--- config.mk ---
export PLATFORM = sky130hd
export DESIGN_NAME = div_unit_param
export DESIGN_NICKNAME = d
export VERILOG_FILES = /design/src/rtl/div_unit_param.sv
export SDC_FILE = /design/constraint.sdc
export NUM_CORES = 1
export LEC_CHECK = 0
export ABC_AREA = 1
export BUFFER_PORTS_ARGS = -buffer_cell sky130_fd_sc_hd__buf_4
export CORE_MARGIN = 2
export CORE_UTILIZATION = 55
export DETAILED_ROUTE_END_ITERATION = 7
export GPL_TIMING_DRIVEN = 1
export PLACE_DENSITY = 0.74
export SYNTH_ARGS = -nofsm -noshare
export SYNTH_HDL_FRONTEND = slang
export SYNTH_SLANG_ARGS = --single-unit
--- constraint.sdc ---
create_clock -name clock -period 4.1 [get_ports clock]
set_clock_uncertainty 0.2 [all_clocks]
set_input_delay 1.23 -clock clock [delete_from_list [all_inputs] [get_ports clock]]
set_output_delay 1.23 -clock clock [all_outputs]
set_load 0.05 [all_outputs]
--- src/rtl/div_unit_param.sv ---
// Radix-2 restoring integer divider, one quotient bit per cycle, signed or unsigned per operation.
// A start pulse at any time restarts the unit; a zero divisor short-circuits to a one-cycle result.
module div_unit_param #(
  parameter int WIDTH = 32
) (
  input  logic             clock,
  input  logic             reset,
  input  logic             start,
  input  logic             sign_mode,
  input  logic [WIDTH-1:0] dividend,
  input  logic [WIDTH-1:0] divisor,
  output logic [WIDTH-1:0] q,
  output logic [WIDTH-1:0] r,
  output logic             busy,
  output logic             done,
  output logic             dbz
);

  localparam int CW = $clog2(WIDTH);

  typedef enum logic [1:0] {
    S_IDLE,
    S_RUN,
    S_FIX,
    S_ZERO
  } state_t;

  state_t           state_q;
  logic [CW-1:0]    cnt_q;
  logic [WIDTH:0]   rem_q;
  logic [WIDTH:0]   rem_d;
  logic [WIDTH-1:0] dvd_q;
  logic [WIDTH-1:0] dvd_d;
  logic [WIDTH-1:0] dvs_q;
  logic [WIDTH-1:0] q_q;
  logic [WIDTH-1:0] r_q;
  logic             neg_q_q;
  logic             neg_r_q;
  logic             busy_q;
  logic             done_q;
  logic             dbz_q;

  logic             a_neg;
  logic             b_neg;
  logic [WIDTH-1:0] a_abs;
  logic [WIDTH-1:0] b_abs;
  logic [WIDTH:0]   rem_sh;
  logic [WIDTH:0]   diff;

  // Magnitudes are plain unsigned WIDTH-bit values, so |MIN_INT| needs no special case.
  always_comb begin
    a_neg = sign_mode & dividend[WIDTH-1];
    b_neg = sign_mode & divisor[WIDTH-1];
    a_abs = a_neg ? -dividend : dividend;
    b_abs = b_neg ? -divisor : divisor;
  end

  // dvd_q doubles as the quotient register: dividend bits leave at the top, quotient bits enter at the bottom.
  always_comb begin
    rem_sh = {rem_q[WIDTH-1:0], dvd_q[WIDTH-1]};
    diff   = rem_sh - {1'b0, dvs_q};
    rem_d  = diff[WIDTH] ? rem_sh : diff;
    dvd_d  = {dvd_q[WIDTH-2:0], ~diff[WIDTH]};
  end

  always_ff @(posedge clock or negedge reset) begin
    if (!reset) begin
      state_q <= S_IDLE;
      cnt_q   <= '0;
      rem_q   <= '0;
      dvd_q   <= '0;
      dvs_q   <= '0;
      q_q     <= '0;
      r_q     <= '0;
      neg_q_q <= 1'b0;
      neg_r_q <= 1'b0;
      busy_q  <= 1'b0;
      done_q  <= 1'b0;
      dbz_q   <= 1'b0;
    end else begin
      done_q <= 1'b0;
      if (start) begin
        busy_q  <= 1'b1;
        dbz_q   <= 1'b0;
        neg_q_q <= a_neg ^ b_neg;
        neg_r_q <= a_neg;
        cnt_q   <= '0;
        rem_q   <= '0;
        dvs_q   <= b_abs;
        if (divisor == '0) begin
          state_q <= S_ZERO;
          dvd_q   <= dividend;
        end else begin
          state_q <= S_RUN;
          dvd_q   <= a_abs;
        end
      end else begin
        case (state_q)
          S_RUN: begin
            rem_q <= rem_d;
            dvd_q <= dvd_d;
            cnt_q <= cnt_q + 1'b1;
            if (cnt_q == CW'(WIDTH - 1)) state_q <= S_FIX;
          end
          S_FIX: begin
            q_q     <= neg_q_q ? -dvd_q : dvd_q;
            r_q     <= neg_r_q ? -rem_q[WIDTH-1:0] : rem_q[WIDTH-1:0];
            busy_q  <= 1'b0;
            done_q  <= 1'b1;
            state_q <= S_IDLE;
          end
          S_ZERO: begin
            q_q     <= '1;
            r_q     <= dvd_q;
            dbz_q   <= 1'b1;
            busy_q  <= 1'b0;
            done_q  <= 1'b1;
            state_q <= S_IDLE;
          end
          default: state_q <= S_IDLE;
        endcase
      end
    end
  end

  assign q    = q_q;
  assign r    = r_q;
  assign busy = busy_q;
  assign done = done_q;
  assign dbz  = dbz_q;

endmodule
==> results.toml <==
[critical_path]
crit_required_ns = 4.28
critPathMaxFanout = 27
cp_data_arrival_time_ns = 3.50
crit_type = "flip-flop to flip-flop"
critPathLaunchType = "flip-flop"
critical_path.endpoint_type = "flip-flop"

[clocking]
hold_buffers = 0
clk_latency_ns = 0.44
cts_tree = "built"
cts_root_buf = "clkbuf_16"
cts-htree-levels = 4
cts_sinks = 172
post_cts_resize_count = 0
cts_made_buffers = 17
clk_path_buf_depth = 2
cts_setup_buffers = 0
clk_pin_slew_ns = 0.08

[floorplanning]
rows = 58
initial_core_util_pct = 56.19
core_um2 = 25250
io_pins = 135
dieHeight_um = 164.6
design.die.area_um2 = 27100
die_w_um = 164.6

[global_route]
grt.total_usage_pct = 36.35
first_global_vias = 14390
grt_first_pass_wirelength_um = 76140
overflow = 0
grt_max_degree = 84
antenna_found_initial = 0

[logic_synthesis]
synth_edf_count = 0
yosysUniqueCellTypes = 51
ys_seq_elements = 172
async_reset_ff_share_pct = 100.0
yosys_warnings = 0
synthFlopType = "dfrtp_1"
synthCells = 2299
synth_seq_area_share_pct = 30.33
avgSynthCellArea_um2 = 6.173
synth_area_um2 = 14190
synth_nets = 2406

[run_status]
status = "finished clean"

[placement]
gp_congestion = 0.9899
dp_hpwl_um = 37930
dpl_cell_area_um2 = 15450
port_buffers = 134

[layout]
fill_cells = 2448
design_area_um2 = 16060
drive_gt1_share_pct = 10.32
diodes = 0
syn2layout_area_growth_pct = 13.18
nets = 2507

[detailed_routing]
vias_per_cell = 5.640
totalWireLength_um = 48660
remaining_drc_errors = 0
wl_per_cell_um = 17.74
vias = 15470
detail-route-antenna-nets = 0
drtIter0Drc = 1785
firstDrtPassIters = 6

[job]
cap_violations = 0

[pwr]
peakVddDrop_mv = 0.2481
power_density_nw_per_um2 = 485.0
p_leak_nw = 8.829

[sta]
worst_pin_slew_ns = 0.8874
relSlewSlack_pct = 40.78
finalSetupViolCount = 0
min_period_over_period_pct = 81.10
setup_tns_ns = 0
rsz0062_at_grt = "no"
period_needed_ns = 3.325
finalHoldViolations = 0
timing.fmax_mhz = 300.8
slew_violations = 0

[min_path]
hp-class = "flip-flop to flip-flop"
==> critical path: stages, from the launching register on <==
cell and delay [ns]:
dfrtp_1 0.58, inv_1 0.20, ha_1 0.27, fa_1 0.42
inv_1 0.13, nand2_1 0.07, nand2_1 0.08, nand3_1 0.09
nand2_2 0.14, nand2_2 0.08, nand2_4 0.08, nand2_4 0.08
nand3_4 0.27, nand2_8 0.23, nand2_1 0.14, nand3_1 0.10
nand2_1 0.09
==> state kept, by name, indices dropped and copies added (netlist names), 2 cells and up <==
| signal | count |
|---|---|
| q | 32 |
| dvd_q | 32 |
| r | 32 |
| cnt_q | 5 |
| dvs_q | 32 |
| rem_q | 32 |
| state_q | 2 |
==> layout by cell type (no fill, tap or decap), types with 5 or more instances in the layout <==
cell type and n:
nand2_1 775, inv_1 349, nor2_1 208, nand3_1 208, dfrtp_1 172, buf_4 152
o21ai_0 122, a21oi_1 75, xor2_1 47, ha_1 38, o22ai_1 34, nand2_2 28
nor3_1 22, nand4_1 21, clkbuf_16 17, xnor2_1 15, nor2_2 12, o21bai_1 10
a31oi_1 9, nand3b_1 8, o31ai_1 7, o211ai_1 6, inv_2 5, o221ai_1 5
==> where the power goes <==
part | leakage, nW | switching [mW] | total (mW) | internal, mW
Combinational | 6.37 | 2.66 | 3.90 | 1.23
Clock | 0.291 | 0.801 | 1.70 | 0.899
Sequential | 2.17 | 0.291 | 2.19 | 1.90
Total | 8.83 | 3.76 | 7.79 | 4.03
==> cells in the mapped netlist (5+ instances only) <==
cell	number	area share, %
o21ai_0	122	4.3
o21bai_1	10	0.53
inv_2	5	0.13
clkbuf_1	44	1.2
inv_1	349	9.2
nand3_1	208	7.3
dfrtp_1	172	30
xor2_1	47	2.9
nor3_1	22	0.78
buf_1	10	0.26
nand3b_1	8	0.42
nand4_1	21	0.93
nor2_1	210	5.6
xnor2_1	15	0.93
o31ai_1	7	0.37
buf_2	13	0.46
o221ai_1	5	0.31
a31oi_1	9	0.40
ha_1	38	3.4
nor2_2	10	0.44
nand2_1	775	20
a21oi_1	75	2.6
o211ai_1	6	0.32
nand2_2	28	1.2
o22ai_1	34	1.5
==> metal layers <==
layer	global-route usage, %	share of wire [%]
met2	53.75	42
met5	0	0
met3	7.885	11
met1	53.17	44
met4	10.95	2.5
==> cell families (layout without fill, tap and decap cells) <==
family / count (synthesis) / in the layout / share of synthesized area [%]
simple gates: 1309 / 1309 / 39.00
buf+inv: 428 / 542 / 11.74
compound gates: 287 / 287 / 11.47
flops: 172 / 172 / 30.33
xor+xnor: 62 / 62 / 3.826
fa+ha+maj: 39 / 39 / 3.491
mux: 2 / 2 / 0.1411
==> final cells by class <==
type / count / area [um2] / area share [%]
repair buffers: 154 / 1172 / 7.299
inverters: 356 / 1336 / 8.320
well taps: 330 / 412.9 / 2.571
multi-input cells: 1699 / 8225 / 51.21
flip-flops and latches: 172 / 4304 / 26.80
clock buffers: 19 / 452.9 / 2.820
clock inverters: 13 / 157.7 / 0.9815
==> stage by stage <==
| step | setup WS (ns) | hold slack, ns | instances | power (mW) | util, % |
|---|---|---|---|---|---|
| floorplan | 1.268 | 0.2258 | 2299 | 4.968 | - |
| global placement | 0.6196 | 0.2434 | 2711 | 5.946 | 61.18 |
| detailed placement | 0.5621 | 0.2641 | 2711 | 6.006 | 61.18 |
| CTS | 0.7886 | 0.2872 | 2743 | 7.710 | 63.60 |
| global route | 0.5384 | 0.3052 | 2743 | 8.317 | 63.60 |
| finish | 0.7751 | 0.2857 | 2743 | 7.790 | 63.60 |
==> final timing paths <==
check / slack (ns) / depth (start not counted) / endpoint / startpoint
max: 0.78 / 16 / rem_q[31] / dvd_q[31]
min: 0.29 / 2 / r[23] / r[23]
max reg2reg: 0.78 / 16 / rem_q[31] / dvd_q[31]
min reg2reg: 0.29 / 2 / r[23] / r[23]
max in group asynchronous: 2.22 / 2 / cnt_q[3] / reset
min in group asynchronous: 0.65 / 1 / rem_q[25] / reset
(Power assumes the default switching activity.)
